[src/rtl/dac_spi_ctrl_pkg.sv]
// rtl/dac_spi_ctrl_pkg.sv - shared encodings and defaults for the DAC SPI write controller
package dac_spi_ctrl_pkg;

    localparam int DEF_DATA_WIDTH = 16;
    localparam int DEF_CLK_DIV    = 4;

    typedef enum logic [2:0] {
        ST_IDLE   = 3'd0,
        ST_SETUP  = 3'd1,
        ST_HIGH   = 3'd2,
        ST_LOW    = 3'd3,
        ST_FINISH = 3'd4
    } state_t;

    localparam logic [1:0] CNT_HOLD      = 2'b00;
    localparam logic [1:0] CNT_INC       = 2'b01;
    localparam logic [1:0] CNT_CLEAR     = 2'b10;
    localparam logic [1:0] CNT_CLEAR_ALT = 2'b11;

endpackage

[src/rtl/dac_spi_ctrl_bit_counter.sv]
// rtl/dac_spi_ctrl_bit_counter.sv - frame bit counter with terminal flag at DataWidth
module dac_bit_counter
    import dac_spi_ctrl_pkg::*;
#(
    parameter int DataWidth = DEF_DATA_WIDTH,
    parameter int CntWidth  = 5
) (
    input  logic                clk_i,
    input  logic                rst_i,
    input  logic [1:0]          op,
    output logic [CntWidth-1:0] count,
    output logic                terminal
);

    always_ff @(posedge clk_i or posedge rst_i) begin
        if (rst_i) begin
            count <= '0;
        end else begin
            case (op)
                CNT_INC:                  count <= count + 1'b1;
                CNT_CLEAR, CNT_CLEAR_ALT: count <= '0;
                default:                  count <= count;
            endcase
        end
    end

    assign terminal = (count == CntWidth'(DataWidth));

endmodule

[src/rtl/dac_spi_ctrl.sv]
// rtl/dac_spi_ctrl.sv - serializes a parallel sample MSB-first onto SCLK/MOSI under active-low CS
module dac_spi_ctrl
    import dac_spi_ctrl_pkg::*;
#(
    parameter int DataWidth = DEF_DATA_WIDTH,
    parameter int ClkDiv    = DEF_CLK_DIV,
    parameter int CntWidth  = 5
) (
    input  logic                 clk_i,
    input  logic                 rst_i,
    input  logic                 start_i,
    input  logic [DataWidth-1:0] data_i,
    output logic                 busy_o,
    output logic                 done_o,
    output logic                 sclk_o,
    output logic                 mosi_o,
    output logic                 cs_n_o
);

    localparam int DivWidth = (ClkDiv > 1) ? $clog2(ClkDiv) : 1;
    localparam logic [DivWidth-1:0] DIV_LAST = DivWidth'(ClkDiv - 1);
    localparam logic [CntWidth-1:0] LAST_BIT = CntWidth'(DataWidth - 1);

    state_t                 state, next_state;
    logic [DivWidth-1:0]    div;
    logic [DataWidth-1:0]   shift, shift_next;
    logic [1:0]             cnt_op;
    logic [CntWidth-1:0]    bit_count;
    logic                   bit_terminal;
    logic                   div_last;

    assign div_last = (div == DIV_LAST);

    dac_bit_counter #(
        .DataWidth (DataWidth),
        .CntWidth  (CntWidth)
    ) u_bit_counter (
        .clk_i    (clk_i),
        .rst_i    (rst_i),
        .op       (cnt_op),
        .count    (bit_count),
        .terminal (bit_terminal)
    );

    always_comb begin
        next_state = state;
        cnt_op     = CNT_HOLD;
        shift_next = shift;
        case (state)
            ST_IDLE: begin
                if (start_i) begin
                    next_state = ST_SETUP;
                    cnt_op     = CNT_CLEAR;
                    shift_next = data_i;
                end
            end
            ST_SETUP: if (div_last) next_state = ST_HIGH;
            ST_HIGH:  if (div_last) next_state = ST_LOW;
            ST_LOW: begin
                if (div_last) begin
                    cnt_op = CNT_INC;
                    if (bit_count == LAST_BIT) begin
                        next_state = ST_FINISH;
                    end else begin
                        next_state = ST_HIGH;
                        shift_next = {shift[DataWidth-2:0], 1'b0};
                    end
                end
            end
            ST_FINISH: if (div_last && bit_terminal) next_state = ST_IDLE;
            default:   next_state = ST_IDLE;
        endcase
    end

    // Outputs are registered from the next-state values so they line up with the state register.
    always_ff @(posedge clk_i or posedge rst_i) begin
        if (rst_i) begin
            state  <= ST_IDLE;
            div    <= '0;
            shift  <= '0;
            cs_n_o <= 1'b1;
            sclk_o <= 1'b0;
            mosi_o <= 1'b0;
            busy_o <= 1'b0;
            done_o <= 1'b0;
        end else begin
            state  <= next_state;
            shift  <= shift_next;
            if (next_state != state || state == ST_IDLE || div_last) begin
                div <= '0;
            end else begin
                div <= div + 1'b1;
            end
            cs_n_o <= (next_state == ST_IDLE);
            sclk_o <= (next_state == ST_HIGH);
            mosi_o <= (next_state == ST_IDLE) ? 1'b0 : shift_next[DataWidth-1];
            busy_o <= (next_state != ST_IDLE);
            done_o <= (state == ST_FINISH) && (next_state == ST_IDLE);
        end
    end

endmodule

[config.mk]
export PLATFORM = sky130hd
export DESIGN_NAME = dac_spi_ctrl
export DESIGN_NICKNAME = d
export VERILOG_FILES = /design/src/rtl/dac_spi_ctrl_pkg.sv /design/src/rtl/dac_spi_ctrl_bit_counter.sv /design/src/rtl/dac_spi_ctrl.sv
export SDC_FILE = /design/constraint.sdc
export NUM_CORES = 1
export LEC_CHECK = 0
export CAP_MARGIN = 10
export CORE_MARGIN = 3
export CORE_UTILIZATION = 53
export DETAILED_ROUTE_END_ITERATION = 10
export PLACE_DENSITY = 0.81
export SLEW_MARGIN = 25
export SYNTH_ARGS = -nofsm -noshare
export SYNTH_HDL_FRONTEND = slang
export SYNTH_SLANG_ARGS = --single-unit
[constraint.sdc]
create_clock -name clk_i -period 3.6 [get_ports clk_i]
set_input_delay 0.72 -clock clk_i [delete_from_list [all_inputs] [get_ports clk_i]]
set_output_delay 0.72 -clock clk_i [all_outputs]
set_load 0.01 [all_outputs]
Word level (Yosys, flattened, before mapping)

Cells that the tools add are included.

Logic and storage cells: 55
Input port bits: 19
Register bits: 31
Output and inout bits: 5

Reduce and logical (&&, ||, !) cells: 11
Eq/ne operators: 15
$add $sub $neg: 2
Muxes and demuxes: 17

Operator list:

| operator              | number |
|---|---|
| $mux W16              | 3 |
| $pmux W16 S2          | 1 |
| $mux W3               | 6 |
| $pmux W3 S5           | 1 |
| $pmux W5 S2           | 1 |
| $eq A3 B2 Y1 const B  | 3 |
| $eq A2 B2 Y1 const B  | 3 |
| $logic_not A3 Y1      | 2 |
| $ne A2 B2 Y1 const B  | 3 |
| $add A5 B1 Y5 const B | 1 |
| $eq A5 B4 Y1 const B  | 1 |
| $eq A5 B5 Y1 const B  | 1 |
| $mux W2               | 2 |
| $pmux W2 S2           | 1 |
| $reduce_and A4 Y1     | 1 |
| $reduce_bool A2 Y1    | 2 |
| $eq A3 B1 Y1 const B  | 1 |
| $eq A3 B3 Y1 const B  | 1 |
| $ne A3 B3 Y1          | 1 |
| $reduce_bool A3 Y1    | 1 |
| $add A2 B1 Y2 const B | 1 |
| $eq A2 B1 Y1 const B  | 1 |
| $logic_and A1 B1 Y1   | 2 |
| $logic_or A1 B1 Y1    | 2 |
| 2 further kinds       | 3 |

Depth between registers and ports, before layout

Word-level depth: 8
Gate-level depth with buffers: 7
Gate-level depth less buffers: 6

Cells and area by module

Synthesis repeated with hierarchy kept, for this count alone.

Cell total of the unflattened synthesis: 134
Area, all modules: 1527.7 um2

By module, submodules not included:

| module          | times used | cells an instance | area each (um2) | seq. area each (um2) |
|---|---|---|---|---|
| dac_spi_ctrl    | 1          | 107               | 1241.2          | 651.9 |
| dac_bit_counter | 1          | 27                | 286.5           | 125.1 |

Worst setup path before layout

No wires, ideal clock.

Path kind: flip-flop to flip-flop
Start point: register u_bit_counter.count[0]
End point: register shift[10]
Slack: 1882 ps
Library setup time: 126 ps
Arrival: 1592 ps
Stages on the path, launching flop included: 8
Period minus slack after synthesis: 1718 ps
Required time: 3474 ps
Path buffers: 1
Cell sequence: dfrtp_1 -> ha_1 -> and3_1 -> ha_1 -> inv_1 -> a21oi_4 -> buf_6 -> a221o_1

Word-level cells in the longest chain between the ends: 3

RTL lines:

| element                     | line                           | source |
|---|---|---|
| start, declared             | dac_spi_ctrl_bit_counter.sv:11 | `output logic [CntWidth-1:0] count,` |
| start signal, assigned      | dac_spi_ctrl_bit_counter.sv:20 | `CNT_INC: count <= count + 1'b1;` |
| start signal, assigned      | dac_spi_ctrl_bit_counter.sv:22 | `default: count <= count;` |
| $eq A5 B4 Y1                | dac_spi_ctrl.sv:62             | `if (bit_count == LAST_BIT) begin` |
| $ne A2 B2 Y1 (no line)      | --                             |  |
| $reduce_and A4 Y1 (no line) | --                             |  |
| end signal, assigned        | dac_spi_ctrl.sv:88             | `shift <= shift_next;` |
| end, declared               | dac_spi_ctrl.sv:26             | `logic [DataWidth-1:0] shift, shift_next;` |

No other way between the ends.
A chain may end at the register's enable or synchronous reset.

Worst setup path after layout

Start point: input port start_i
End point: register shift[10]

Word-level cells in the longest chain between the ends: 2

RTL lines:

| element                     | line               | source |
|---|---|---|
| start, declared             | dac_spi_ctrl.sv:11 | `input logic start_i,` |
| $ne A2 B2 Y1 (no line)      | --                 |  |
| $reduce_and A4 Y1 (no line) | --                 |  |

No other way between the ends.

==> results.tsv <==
metric	value	unit
status	completed	
reg2reg start	u_bit_counter.count[0]	
Worst Reg2Reg Path Length in Cells	5	
largest net degree at the start of global routing	32	
final setup fails	0	
Final Max Slew Viols	0	
RSZ-0062 raised after global routing	no	
Die Y	59.3	µm
Tcrit/Tclk final	59.7	%
Die Footprint	0.00352	mm²
DR pass1 iterations	4	
ranking of synthesized cells by area	dfrtp_1, a221o_1, and2_1	
# Max-Cap Violations	0	
P_sw	433	µW
CTS tree	yes	
Worst Setup Path Type	in -> reg	
DR vias/cell	5.90	
Crit. End Element	register	
vias in the first global route	1126	
Setup crit end	shift[10]	
Nets	175	
internal power	771	µW
post-synthesis cell area	0.00151	mm²
Avg Cell Area, Syn	11.7	µm²
die width	59.3	µm
later-pin clock latency in the skew report	0.32	ns
Synth cell types	38	
GPL Wtd Cong	0.779	
Max H-tree Level	2	
Synth Instances	129	
postcts setup bufs	0	
first-pass GRT wire length	4780	µm
worst slack, placed	1.11	ns
CTS Buffer Depth	2	
wire length per cell	15.3	µm
part of the power in registers	47.5	%
Ports	24	
Root Buffer	clkbuf_4	
CP required	3.81	ns
post-route ant nets	0	
combinational power share	34.9	%
final core occ	68.4	%
sw frac	35.9	%
clock power share	17.6	%
Achievable Freq	465	MHz
Seq cells post-synth	31	
power density cells	680	mW/mm²
sequential area share after synthesis	51.5	%
Synth Warn #	0	
grt ovf	0	
Rows	18	
area share of the largest cell type after synthesis	49.8	%
Worst R2R End	shift[10]	
Final Hold Vio Count	0	
leakage	0.780	nW
critical path peak fanout	14	
setup_tns	0	ns
initial antenna violation count	0	
DR iter-0 viols	88	
Clock Skews	0.00862	ns
FILL cells	191	
Critical Path Start	start_i	
relative slew slack	57.5	%
synth-to-layout area growth	17.4	%
CTS sink cnt	31	
hold_buf cts	0	
setup slack, reg-to-reg	1.68	ns
CTS buffer count	5	
CP startpoint kind	input pin	
Via Count	1079	
total core area	0.00259	mm²
HPWL after DPL	2010	µm
All-Layer GR Usage	18.3	%
Hold/Removal Path Class	reg -> reg	
syn nets	152	
crit path time final	2.15	ns
worst vdd ir	520	µV
WP data arrival	2.35	ns
final worst slack	1.45	ns
IO Port Bufs	23	
commonest non-fill, non-tap cell in the layout	dfrtp_1	
share of cells above drive strength 1	10.5	%
worst slew pin tran	0.634	ns
CTS clock-pin slew for the worst setup and hold paths	0.09	ns
most frequent cells in the layout	dfrtp_1, clkdlybuf4s50_1, and2_1, a221o_1, nand2_1	
leading area contributor after synthesis	dfrtp_1	
Tot Pwr	1.20	mW
Routed WL	2800	µm
ant diodes	0	
# DRC	0	
CTS resizes	0	
Initial Utilization	58.2	%
## critical path: stages
cell	delay [ns]
clkdlybuf4s50_1	0.55
nor4b_4	0.57
a21oi_4	0.16
a221o_1	0.34
## layer usage
| metal | global-route usage, % | part of all wire, % | vias up |
|---|---|---|---|
| met2 | 31.2 | 50 | 22 |
| met1 | 22.0 | 45 | 535 |
| li1 | - | - | 517 |
| met4 | 8.09 | 1.2 | 0 |
| met3 | 4.14 | 3.7 | 5 |
| met5 | 0 | 0 | - |
## flip-flops by register name (all words and copies together) (netlist names)
signal / count
busy_o: 1
cs_n_o: 1
div: 2
done_o: 1
mosi_o: 1
sclk_o: 1
shift: 16
state: 3
u_bit_counter.count: 5
## cells in the mapped netlist, drive strengths merged
cell	instances
dfstp	1
buf	8
nand2	11
a32o	1
inv	6
or3	1
and3	2
nor4b	2
and4	1
a21oi	5
o21ai	2
nand2b	1
dfrtp	30
nand3	3
nor3	2
o21a	1
a211oi	1
nor2	6
and2	14
nor2b	1
mux2i	1
a31oi	1
ha	4
or4b	1
nand4b	1
o21bai	1
and4b	1
o211ai	1
a221oi	1
nor4	2
a311o	1
clkbuf	1
a221o	14
## cells by family after synthesis
logic type	after synthesis	synth area share, %
simple gates	49	20.7
flops	31	51.5
compound gates	29	17.0
buf+inv	15	6.80
fa+ha+maj	4	3.32
mux	1	0.664
## metrics by stage
stage	cell area (µm²)	hold WS [ns]	std cells
floorplan	1510	0.417	129
global route	1770	0.476	183
CTS	1770	0.468	183
finish	1770	0.460	183
detailed placement	1710	0.455	175
global placement	1710	0.432	175
## worst min-delay path by stage
stage / startpoint / endpoint / slack, ns / depth (start not counted)
after floorplan: div[0] / div[0] / 0.42 / 1
after global placement: div[0] / div[0] / 0.43 / 1
after detailed placement: div[0] / div[0] / 0.46 / 1
after CTS: div[0] / div[0] / 0.47 / 1
after global routing: div[0] / div[0] / 0.48 / 1
final: div[0] / div[0] / 0.46 / 1
## final cells by class
type | count | area [µm²] | share of cell area, %
sequential | 31 | 777 | 43.9
multi-input combinational | 83 | 628 | 35.5
timing repair buffer | 25 | 245 | 13.9
clock buffer | 7 | 55.1 | 3.11
tap | 30 | 37.5 | 2.12
inverter | 6 | 22.5 | 1.27
clock inverter | 1 | 5.00 | 0.283
## power by group through the flow
stage	clock, mW	sequential [mW]	combinational [mW]
final	0.212	0.571	0.420
after global routing	0.232	0.587	0.475
after CTS	0.215	0.569	0.426
after detailed placement	0	0.575	0.426
after global placement	0	0.569	0.404
after floorplan	0	0.545	0.391
No activity file was read; power rests on OpenSTA's default activity.
